### src/rtl/vendo_multi.sv
// vendo_multi: vending-machine controller for NUM_ITEMS products with per-item prices.
// Accumulates 1- and 5-unit coin credit and dispenses the selected item. Change or a
// cancelled credit is returned as one change pulse per unit.
// Ports:
//   i_clk     system clock, rising edge
//   i_rst     synchronous active-high reset
//   i_sel     one-hot item select, sampled in IDLE only
//   i_p_1     1-unit coin strobe
//   i_p_5     5-unit coin strobe
//   i_cancel  abort purchase and refund credit (COLLECT only)
//   o_disp    one-hot dispense pulse, 1 cycle
//   o_change  change pulse, one unit per high cycle
//   o_busy    high in every state except IDLE
//   o_credit  accumulated credit
module vendo_multi #(
  parameter int                             NUM_ITEMS = 2,
  parameter int                             PRICE_W   = 5,
  parameter logic [NUM_ITEMS*PRICE_W-1:0]   PRICES    = {5'd4, 5'd3},
  parameter int                             CREDIT_W  = PRICE_W + 1
) (
  input  logic                 i_clk,
  input  logic                 i_rst,
  input  logic [NUM_ITEMS-1:0] i_sel,
  input  logic                 i_p_1,
  input  logic                 i_p_5,
  input  logic                 i_cancel,
  output logic [NUM_ITEMS-1:0] o_disp,
  output logic                 o_change,
  output logic                 o_busy,
  output logic [CREDIT_W-1:0]  o_credit
);

  localparam int IDX_W = (NUM_ITEMS > 1) ? $clog2(NUM_ITEMS) : 1;

  localparam logic [1:0] S_IDLE    = 2'd0;
  localparam logic [1:0] S_COLLECT = 2'd1;
  localparam logic [1:0] S_VEND    = 2'd2;
  localparam logic [1:0] S_CHANGE  = 2'd3;

  logic [1:0]           r_state;
  logic [IDX_W-1:0]     r_item;
  logic [CREDIT_W-1:0]  r_credit;
  logic [CREDIT_W-1:0]  r_cnt;      // change units still owed
  logic [NUM_ITEMS-1:0] r_disp;
  logic                 r_change;
  logic                 r_busy;

  logic [IDX_W-1:0]     w_sel_idx;
  logic                 w_sel_onehot;
  logic [PRICE_W-1:0]   w_sel_price;
  logic [PRICE_W-1:0]   w_item_price;
  logic [CREDIT_W-1:0]  w_price_c;
  logic [CREDIT_W-1:0]  w_nxt;

  assign w_sel_onehot = $onehot(i_sel);

  // Encode the select and look up prices for both the incoming select and the latched item.
  always_comb begin
    w_sel_idx    = '0;
    w_sel_price  = '0;
    w_item_price = '0;
    for (int i = 0; i < NUM_ITEMS; i++) begin
      if (i_sel[i]) w_sel_idx = IDX_W'(i);
    end
    for (int i = 0; i < NUM_ITEMS; i++) begin
      if (w_sel_idx == IDX_W'(i)) w_sel_price  = PRICES[i*PRICE_W +: PRICE_W];
      if (r_item    == IDX_W'(i)) w_item_price = PRICES[i*PRICE_W +: PRICE_W];
    end
  end

  assign w_price_c = CREDIT_W'(w_item_price);
  // credit < price before the add, so this never exceeds price + 5
  assign w_nxt     = r_credit + CREDIT_W'(i_p_1) + (i_p_5 ? CREDIT_W'(5) : '0);

  always_ff @(posedge i_clk) begin
    if (i_rst) begin
      r_state  <= S_IDLE;
      r_item   <= '0;
      r_credit <= '0;
      r_cnt    <= '0;
      r_disp   <= '0;
      r_change <= 1'b0;
      r_busy   <= 1'b0;
    end else begin
      r_disp   <= '0;
      r_change <= 1'b0;
      case (r_state)
        S_IDLE: begin
          if (w_sel_onehot) begin
            r_item <= w_sel_idx;
            r_busy <= 1'b1;
            if (w_sel_price == '0) begin
              // free item: dispense immediately, nothing owed
              r_state <= S_VEND;
              r_disp  <= NUM_ITEMS'(1) << w_sel_idx;
              r_cnt   <= '0;
            end else begin
              r_state <= S_COLLECT;
            end
          end
        end
        S_COLLECT: begin
          if (i_cancel) begin
            // cancel wins over a completing coin; the coin is refunded too
            r_credit <= '0;
            if (w_nxt == '0) begin
              r_state <= S_IDLE;
              r_busy  <= 1'b0;
            end else begin
              r_cnt    <= w_nxt;
              r_change <= 1'b1;
              r_state  <= S_CHANGE;
            end
          end else if (w_nxt >= w_price_c) begin
            r_credit <= '0;
            r_cnt    <= w_nxt - w_price_c;
            r_disp   <= NUM_ITEMS'(1) << r_item;
            r_state  <= S_VEND;
          end else begin
            r_credit <= w_nxt;
          end
        end
        S_VEND: begin
          if (r_cnt != '0) begin
            r_change <= 1'b1;
            r_state  <= S_CHANGE;
          end else begin
            r_state <= S_IDLE;
            r_busy  <= 1'b0;
          end
        end
        S_CHANGE: begin
          // r_cnt counts the pulse currently on the output; leave after the last one
          r_cnt <= r_cnt - CREDIT_W'(1);
          if (r_cnt == CREDIT_W'(1)) begin
            r_state <= S_IDLE;
            r_busy  <= 1'b0;
          end else begin
            r_change <= 1'b1;
          end
        end
        default: begin
          r_state <= S_IDLE;
          r_busy  <= 1'b0;
        end
      endcase
    end
  end

  assign o_disp   = r_disp;
  assign o_change = r_change;
  assign o_busy   = r_busy;
  assign o_credit = r_credit;

endmodule

### config.mk
export PLATFORM = sky130hd
export DESIGN_NAME = vendo_multi
export DESIGN_NICKNAME = d
export VERILOG_FILES = /design/src/rtl/vendo_multi.sv
export SDC_FILE = /design/constraint.sdc
export NUM_CORES = 1
export LEC_CHECK = 0
export BUFFER_PORTS_ARGS = -buffer_cell sky130_fd_sc_hd__buf_2
export CAP_MARGIN = 40
export CORE_UTILIZATION = 55
export CTS_BUF_LIST = sky130_fd_sc_hd__clkbuf_2
export DETAILED_ROUTE_END_ITERATION = 8
export GPL_TIMING_DRIVEN = 0
export PLACE_DENSITY_LB_ADDON = 0.3
export SYNTH_ARGS = -nofsm -noshare
export SYNTH_HDL_FRONTEND = slang
export SYNTH_SLANG_ARGS = --single-unit
export TNS_END_PERCENT = 20
### constraint.sdc
create_clock -name i_clk -period 3.7 [get_ports i_clk]
set_clock_uncertainty 0.15 [all_clocks]
set_input_delay 0.37 -clock i_clk [delete_from_list [all_inputs] [get_ports i_clk]]
set_output_delay 0.37 -clock i_clk [all_outputs]
set_load 0.01 [all_outputs]
==> results of run 1 <==
==> final cells by class <==
class / instances / area share [%]
tap: 28 / 2.33
timing repair buffer: 15 / 4.99
sequential: 19 / 25.3
multi-input combinational: 126 / 57.9
buffer: 9 / 4.74
clock buffer: 3 / 0.998
clock inverter: 1 / 0.333
inverter: 14 / 3.49
==> where the power goes <==
part	leakage, nW	internal [mW]	switching, mW
Sequential	0.155	0.235	0.0200
Combinational	0.533	0.151	0.206
Clock	0.0164	0.0245	0.0720
Total	0.704	0.411	0.298
==> registers in the layout (all words and copies together), names as in the netlist <==
name,cells
o_busy,1
o_change,1
o_credit,6
o_disp,2
r_cnt,6
r_item,1
r_state,2
==> path summary, 6_finish.rpt <==
kind	from	endpoint	slack (ps)	depth (start not counted)
max	o_credit[0]	r_cnt[5]	240	13
min	i_sel[1]	r_item	150	3
max reg2reg	o_credit[0]	r_cnt[5]	240	13
min reg2reg	r_cnt[1]	r_cnt[1]	340	2
==> metrics by stage <==
step / util [%] / hold WS [ps]
after floorplan: - / 286
final: 66.1 / 151
after global placement: 65.0 / 296
after CTS: 65.9 / 150
after global routing: 66.1 / 137
after detailed placement: 65.0 / 310
==> what timing repair did <==
| action | 4_1_cts | 5_1_grt |
|---|---|---|
| gates resized for setup | 0 | 1 |
| hold buffers | 0 | 0 |
| endpoints found under the setup margin | 0 | 1 |
==> placed cells by master, fill, tap and decap left out, types with 7 or more instances in the layout <==
master   Yosys  routed
dfxtp_1     19      19
nor2_1      14      14
a21oi_1      8       8
ha_1         7       7
buf_2        3      18
o21ai_0      8       8
nand2_1     14      14
inv_1       14      14
==> worst register-to-register path, delay by kind of cell (launching register included) <==
kind | cells | cell delay [ps]
compound gates | 5 | 1000
xor+xnor | 1 | 240
fa+ha+maj | 3 | 1040
buf+inv | 3 | 280
flops | 1 | 370
simple gates | 1 | 300
==> cell families after synthesis <==
logic type | after synthesis
buffers and inverters | 23
XOR/XNOR | 4
adder cells (fa/ha/maj) | 9
multiplexers | 1
AND/OR/NAND/NOR | 65
AO/OA/AOI/OAI | 47
flip-flops | 19
==> layer usage <==
metal / part of all wire, % / wire length, um / GRT usage, %
met2: 47 / 1450 / 44.9
met1: 48 / 1500 / 32.4
met3: 3.3 / 102 / 4.09
met5: 0 / 0 / 0
met4: 1.4 / 43 / 9.91
==> results by group, run 1 <==
Outcome
  • Outcome: completed

STA
  • Final setup violation count: 0
  • Setup TNS: 0 ps
  • Fin crit period: 3460 ps
  • RSZ-0062 raised after global routing: false
  • Final Max Slew Viols: 0
  • Fin crit share: 93.5%
  • Worst rel slew slack: 65.9%
  • Final hold viol count: 0
  • Actual slew at the worst max-slew pin: 512 ps
  • Setup ws final: 241 ps
  • Max Clk Rate: 0.289 GHz

Routing
  • Total number of vias: 1301
  • DRC violation count after routing: 0
  • Detailed Route WL: 3100 um
  • Drt first-iter violations: 42
  • Vias/cell: 6.05
  • WL/cell: 14.4 um
  • 1st-pass router iterations: 4
  • Final ANT Viol Nets: 0

Critical path
  • Crit-path most repeated cell: inv_1
  • Crit-path slowest cell: fa_1
  • CP cell instances: inv_1 > fa_1 > inv_1 > ha_1 > xnor2_1 > inv_1 > ha_1 > a211o_1 > a31o_2 > o2111a_1 > or3_1 > a31oi_1 > o31ai_1
  • CP required: 3770 ps
  • WP buf/inv: 3
  • CP delay by family, top: adder cells
  • Crit Path Max Fanout: 6
  • Worst Setup Start Kind: register
  • CP endpoint kind: register
  • Critical Path Max Stage Delay: 420 ps
  • CP arrival: 3530 ps
  • Worst Path Class, Setup: register to register

Cells and area
  • Share of cells above drive strength 1: 19.3%
  • Design area: 0.00151 sq mm
  • Nets: 204
  • Diode count: 0
  • Storage element area: 380 sq um
  • Area Growth Syn to Fin: 9.86%
  • Area of the multi-input gates: 871 sq um
  • Non-filler cells, final: 215
  • Filler Cell Count: 205

Global route
  • First-pass GRT wire length: 5320 um
  • Vias in the first global route: 1240
  • GR Util All Layers: 26.1%
  • Overflow after GRT: 0
  • Initial antenna violation count: 0
  • Largest net degree at the start of global routing: 12

Synth
  • Mapped cell area: 0.00137 sq mm
  • Post-synth top area share: 27.8%
  • FFs w/ async S/R, synth: 0%
  • Post-synthesis sequential area ratio: 27.8%
  • Synthesized flop and latch total: 19
  • Compound-Gate Fraction of Synth Area: 24.5%
  • Ys Warns: 0
  • Top-count cell post-synth: dfxtp_1
  • Largest area contributor in the netlist: dfxtp_1
  • Distinct cells, synth: 49
  • Synth Flop Type: dfxtp_1
  • Synth Area in Adders: 9.32%
  • Post-synth top cells: dfxtp_1 (19), inv_1 (14), nand2_1 (14), nor2_1 (14)
  • Mapped Cells: 168
  • EDFF count, synth: 0
  • Net Count, Synth: 184
  • Top post-synthesis cells by area: dfxtp_1 (28%), ha_1 (6.4%), inv_1 (3.8%)
  • XOR/XNOR Fraction of Synth Area: 2.56%
  • Post-Synth Simple-Gate Area: 26.1%
  • Largest family of logic cells by synthesized area: simple AND/OR/NAND/NOR gates
  • Synthesized area per cell: 8.16 sq um
  • Post-synthesis mux area share: 0.731%

Placement
  • DP HPWL: 2320 um
  • Placed Instance Area: 0.00148 sq mm
  • Gp weighted congestion: 0.852
  • Placed Cells: 211
  • Pre-CTS setup slack: 142 ps
  • IO buf count: 15

CTS
  • Maximum root-to-sink buffer count: 2
  • CTS HTree Levels: 1
  • CTS tree: done
  • Clock sinks: 19
  • CTS Root Cell: clkbuf_2
  • Buffers inserted by post-CTS timing repair: 0
  • Clock buffer count from CTS: 3
  • Worst-path clk slew: 210 ps
  • Worst-Skew Late Latency: 320 ps

Die
  • Die width: 51.9 um
  • Ports: 17
  • Core Area: 0.00228 sq mm
  • Row Count: 17
  • DIE AREA: 0.00269 sq mm
  • Starting density of the core: 60.2%
  • Die Y: 51.9 um

Power
  • Worst VDD drop: 0.382 mV
  • Pleak: 0.704 nW
  • Overall power: 0.709 mW
  • Power per cell area: 471 mW/mm^2

Run
  • Max Cap Viol: 0

Hold path
  • Hold Crit Class: input pin to register
Note: power is estimated with default switching activity, not from simulation.
==> inputs of run 2 (changes only) <==
--- a/config.mk
+++ b/config.mk
@@ -7,7 +7,7 @@
 export LEC_CHECK = 0
 export BUFFER_PORTS_ARGS = -buffer_cell sky130_fd_sc_hd__buf_2
 export CAP_MARGIN = 40
-export CORE_UTILIZATION = 55
+export CORE_UTILIZATION = 30
 export CTS_BUF_LIST = sky130_fd_sc_hd__clkbuf_2
 export DETAILED_ROUTE_END_ITERATION = 8
 export GPL_TIMING_DRIVEN = 0
==> run 2 against run 1 <==
Critical path depth is the same. Cell area is 2.0% higher. First-iteration DRC count grew 33%. Power is essentially flat. Final cell count increased by 11%. Die area grew 80%. Setup slack gained 47 ps. Combinational power about the same. Flip-flop and latch count stayed put. Worst hold slack worse by 13 ps. Via count decreased by 4.6%. Critical path type unchanged.
==> results by group, run 2 (same netlist as run 1, synthesis figures left out) <==
Routing
  • DRC violation count after routing: 0
  • Final ANT Viol Nets: 0
  • Vias/cell: 5.19
  • Detailed Route WL: 3160 um
  • WL/cell: 13.2 um
  • Total number of vias: 1241
  • Drt first-iter violations: 56
  • 1st-pass router iterations: 4

CTS
  • Clock buffer count from CTS: 3
  • CTS Hold Buffers Added: 0
  • CTS tree: done
  • CTS HTree Levels: 1
  • Maximum root-to-sink buffer count: 2
  • Buffers inserted by post-CTS timing repair: 0
  • Clock sinks: 19
  • Post_cts resized: 0
  • Worst-path clk slew: 200 ps
  • Worst-Skew Late Latency: 330 ps
  • CTS Root Cell: clkbuf_2

Die
  • Starting density of the core: 31.2%
  • Ports: 17
  • Die Y: 69.6 um
  • DIE AREA: 0.00484 sq mm
  • Die width: 69.6 um
  • Row Count: 24
  • Core Area: 0.00438 sq mm

STA
  • Actual slew at the worst max-slew pin: 550 ps
  • Fin crit share: 92.2%
  • Max Clk Rate: 0.293 GHz
  • Setup TNS: 0 ps
  • Fin crit period: 3410 ps
  • Worst rel slew slack: 63.3%
  • Final Max Slew Viols: 0
  • Final setup violation count: 0
  • Setup ws final: 289 ps
  • RSZ-0062 raised after global routing: false
  • Final hold viol count: 0

Placement
  • Gp weighted congestion: 0.781
  • DP HPWL: 2400 um
  • Pre-CTS setup slack: 108 ps
  • Placed Instance Area: 0.00151 sq mm
  • IO buf count: 15

Run
  • Max Cap Viol: 0

Hold path
  • Hold depth: 3
  • Hold Crit Class: input pin to register
  • Worst Hold End: r_item
  • Hold Path Origin: i_sel[1]

Critical path
  • Reg-to-reg critical path startpoint: o_credit[0]
  • CP delay by family, top: adder cells
  • Crit-path most repeated cell: inv_1
  • Reg-to-Reg End: r_cnt[5]
  • CP arrival: 3490 ps
  • WP buf/inv: 3
  • Worst Path Class, Setup: register to register
  • CP Depth: 13
  • Worst Setup Start Kind: register
  • R2R depth: 13
  • R2r setup slk: 290 ps
  • Crit Path Max Fanout: 6
  • CP required: 3770 ps
  • CP cell instances: inv_1 > fa_1 > inv_1 > ha_1 > xnor2_1 > inv_1 > ha_1 > a211o_1 > a31o_2 > o2111a_1 > or3_1 > a31oi_1 > o31ai_1
  • Crit-path slowest cell: fa_1
  • Critical Path Max Stage Delay: 420 ps
  • CP endpoint kind: register

Cells and area
  • Post-Route Utilization: 35.0%
  • Diode count: 0
  • Most common cell after layout, fill and taps aside: dfxtp_1
  • Nets: 204
  • Share of cells above drive strength 1: 19.3%
  • Design area: 0.00154 sq mm
  • Filler Cell Count: 487
  • Most frequent cells in the layout: dfxtp_1 (19), buf_2 (18), inv_1 (14), nor2_1 (14), nand2_1 (14)
  • Area Growth Syn to Fin: 12.1%

Global route
  • Overflow after GRT: 0
  • Vias in the first global route: 1147
  • First-pass GRT wire length: 5290 um
  • Initial antenna violation count: 0
  • Largest net degree at the start of global routing: 12
  • GR Util All Layers: 13.8%

Power
  • Pleak: 0.704 nW
  • Worst VDD drop: 0.152 mV
  • Overall power: 0.709 mW
  • Power per cell area: 462 mW/mm^2

Outcome
  • Outcome: completed
run 2: power breakdown:
| group | internal, mW | switching (mW) | total [mW] |
|---|---|---|---|
| registers | 0.235 | 0.0185 | 0.253 |
| logic | 0.152 | 0.208 | 0.360 |
| clock network | 0.0245 | 0.0717 | 0.0962 |
| total | 0.411 | 0.298 | 0.709 |
run 2: worst max-delay path by stage:
stage          slack (ps)       end        start
3_5_place_dp          110  r_cnt[4]        i_p_1
2_1_floorplan         500  r_cnt[5]        i_p_1
4_1_cts               240  r_cnt[4]  o_credit[0]
5_1_grt                30  r_cnt[5]  o_credit[0]
3_3_place_gp          120  r_cnt[4]        i_p_1
6_report              290  r_cnt[5]  o_credit[0]
run 2: final cells by class:
| cell class | count | area (sq um) | area share, % |
|---|---|---|---|
| multi-input combinational | 126 | 871 | 56.7 |
| inverter | 14 | 52.6 | 3.42 |
| clock buffer | 3 | 15.0 | 0.978 |
| sequential | 19 | 380 | 24.8 |
| tap | 52 | 65.1 | 4.24 |
| timing repair buffer | 15 | 75.1 | 4.89 |
| clock inverter | 1 | 5.00 | 0.326 |
| buffer | 9 | 71.3 | 4.65 |
run 2: worst reg2reg max path: stages, from the launching register on:
cell,delay [ps]
dfxtp_1,370
inv_1,60
fa_1,420
inv_1,80
ha_1,220
xnor2_1,240
inv_1,120
ha_1,380
a211o_1,310
a31o_2,260
o2111a_1,160
or3_1,300
a31oi_1,170
o31ai_1,80
run 2: layer usage:
| metal | track usage [%] | up-vias | wire length (um) |
|---|---|---|---|
| met2 | 22.5 | 15 | 1450 |
| met4 | 6.80 | 0 | 58 |
| met5 | 0 | - | 0 |
| li1 | - | 643 | - |
| met1 | 18.0 | 578 | 1580 |
| met3 | 1.74 | 5 | 72 |
run 2: stage by stage:
stage	cells	hold slack, ps
floorplan	168	286
global placement	235	294
detailed placement	235	299
CTS	239	127
global route	239	121
finish	239	139
==> inputs of run 3 (changes only) <==
--- a/config.mk
+++ b/config.mk
@@ -5,6 +5,7 @@
 export SDC_FILE = /design/constraint.sdc
 export NUM_CORES = 1
 export LEC_CHECK = 0
+export ABC_AREA = 1
 export BUFFER_PORTS_ARGS = -buffer_cell sky130_fd_sc_hd__buf_2
 export CAP_MARGIN = 40
 export CORE_UTILIZATION = 30
==> run 3 against run 2 <==
Core utilization rose by 0.92 points. Worst hold slack got worse by 74 ps. Via count rose by 8.4%. Setup slack improved by 530 ps. Flip-flop and latch count did not move. Maximum frequency rose by 18%. Clock power rose by 0.9%. Area after synthesis rose by 5.3%. Wire length rose by 1.8%.
==> results by group, run 3 <==
Routing
  • Total number of vias: 1345
  • Detailed Route WL: 3220 um
  • WL/cell: 11.3 um
  • Drt first-iter violations: 78
  • DRC violation count after routing: 0
  • DRT met1 WL: 1640 um
  • Metal3 WL: 126 um
  • 1st-pass router iterations: 4
  • Final ANT Viol Nets: 0
  • Met2 WL: 1430 um
  • Uppermost layer routed: met4
  • Vias/cell: 4.74

CTS
  • Clock buffer count from CTS: 3
  • Worst-path clk slew: 210 ps
  • CTS tree: done
  • CTS Root Cell: clkbuf_2
  • CTS Hold Buffers Added: 0
  • CTS HTree Levels: 1
  • Buffers inserted by post-CTS timing repair: 0
  • Worst-Skew Late Latency: 320 ps
  • Post_cts resized: 0
  • Clock sinks: 19
  • Maximum root-to-sink buffer count: 2

Synth
  • Synthesized flop and latch total: 19
  • Net Count, Synth: 228
  • EDFF count, synth: 0
  • Mapped Cells: 212
  • Synth Flop Type: dfxtp_1
  • Top post-synthesis cells by area: dfxtp_1 (26%), nand2_1 (14%), inv_1 (8.1%)
  • FFs w/ async S/R, synth: 0%
  • Synthesized area per cell: 6.80 sq um
  • Post-synth top area share: 26.4%
  • Distinct cells, synth: 31
  • Largest area contributor in the netlist: dfxtp_1
  • Ys Warns: 0
  • Post-synth top cells: nand2_1 (52), inv_1 (31), nor2_1 (23)
  • Top-count cell post-synth: nand2_1
  • Mapped cell area: 0.00144 sq mm
  • Post-synthesis sequential area ratio: 26.4%

STA
  • Setup ws final: 817 ps
  • Actual slew at the worst max-slew pin: 568 ps
  • Fin crit period: 2880 ps
  • Worst rel slew slack: 62.1%
  • Final setup violation count: 0
  • Fin crit share: 77.9%
  • RSZ-0062 raised after global routing: false
  • Final hold viol count: 0
  • Final Max Slew Viols: 0
  • Max Clk Rate: 0.347 GHz
  • Setup TNS: 0 ps

Critical path
  • CP required: 3800 ps
  • Worst Path Class, Setup: register to register
  • Crit-path slowest cell: dfxtp_1
  • CP arrival: 2980 ps
  • Worst Setup Start Kind: register
  • CP delay by family, top: adder cells
  • Crit Path Max Fanout: 10
  • Critical Path Max Stage Delay: 390 ps
  • CP endpoint kind: register
  • CP cell instances: inv_1 > fa_1 > inv_2 > ha_1 > xnor2_1 > inv_1 > ha_1 > a21oi_1 > nand3_2 > nor2_4 > nand3_4 > nand3_4 > nand2_1 > nand2_1 > nor2_1
  • WP buf/inv: 3

Cells and area
  • Diode count: 0
  • Most frequent cells in the layout: nand2_1 (52), inv_1 (31), nor2_1 (23)
  • Post-Route Utilization: 35.9%
  • Area Growth Syn to Fin: 11.4%
  • Share of cells above drive strength 1: 20.7%
  • Most common cell after layout, fill and taps aside: nand2_1
  • Design area: 0.00161 sq mm
  • Nets: 249

Die
  • Row Count: 24
  • DIE AREA: 0.00509 sq mm
  • Starting density of the core: 32.2%
  • Die width: 71.3 um
  • Core Area: 0.00447 sq mm
  • Ports: 17
  • Die Y: 71.3 um

Placement
  • DP HPWL: 2550 um
  • IO buf count: 16
  • Placed Instance Area: 0.00159 sq mm
  • Pre-CTS setup slack: 669 ps
  • Gp weighted congestion: 0.894

Power
  • Power per cell area: 589 mW/mm^2
  • Overall power: 0.948 mW
  • Worst VDD drop: 0.424 mV
  • Pleak: 0.791 nW

Run
  • Max Cap Viol: 0

Global route
  • First-pass GRT wire length: 5610 um
  • Overflow after GRT: 0
  • GR Util All Layers: 13.9%
  • Vias in the first global route: 1230
  • Largest net degree at the start of global routing: 12
  • Initial antenna violation count: 0

Hold path
  • Hold Crit Class: input pin to register

Outcome
  • Outcome: completed
-- run 3: cell count changes after synthesis, sizes merged, moves of 5 or more --
cell / before / now
buf: 6 / 1
a211oi: 7 / 0
a31oi: 6 / 1
nor2: 14 / 27
nor2b: 6 / 0
or3: 5 / 0
nand3: 6 / 23
nand2: 14 / 58
inv: 14 / 34
-- run 3: kinds of logic (layout without fill, tap and decap cells) --
family / Yosys count / in the layout / synth area share (%)
simple gates: 121 / 121 / 43.5
buf+inv: 37 / 57 / 9.80
compound gates: 23 / 23 / 9.63
flops: 19 / 19 / 26.4
fa+ha+maj: 9 / 9 / 8.85
xor+xnor: 3 / 3 / 1.82
-- run 3: layout make-up --
type                            count  area, sq um
Sequential cell                    19          380
Buffer                              2         8.76
Clock buffer                        3         15.0
Inverter                           35          133
Fill cell                         480         2870
Multi-Input combinational cell    156          921
Clock inverter                      1         5.00
Timing Repair Buffer               16         80.1
Tap cell                           52         65.1
-- run 3: final timing paths --
path | depth (start not counted) | startpoint | slack, ps | endpoint
max reg2reg | 15 | o_credit[0] | 820 | r_cnt[3]
min | 2 | i_rst | 60 | o_disp[0]
max | 15 | o_credit[0] | 820 | r_cnt[3]
min reg2reg | 2 | o_busy | 330 | o_busy
-- run 3: report_power, final --
group	switching [mW]	internal, mW	leakage, nW	total (mW)
logic	0.346	0.200	0.619	0.546
clock network	0.0726	0.0245	0.0164	0.0971
registers	0.0486	0.256	0.155	0.304
-- run 3: metal layers --
metal  track usage (%)  vias up
li1                  -      719
met2              22.3       25
met3              2.95        2
met4              2.67        0
met1              19.3      599
met5                 0        -
-- run 3: per-stage QoR --
step	hold WS (ps)	instances
floorplan	299	212
global placement	299	280
detailed placement	301	280
CTS	44.8	284
global route	29.2	284
finish	64.1	284
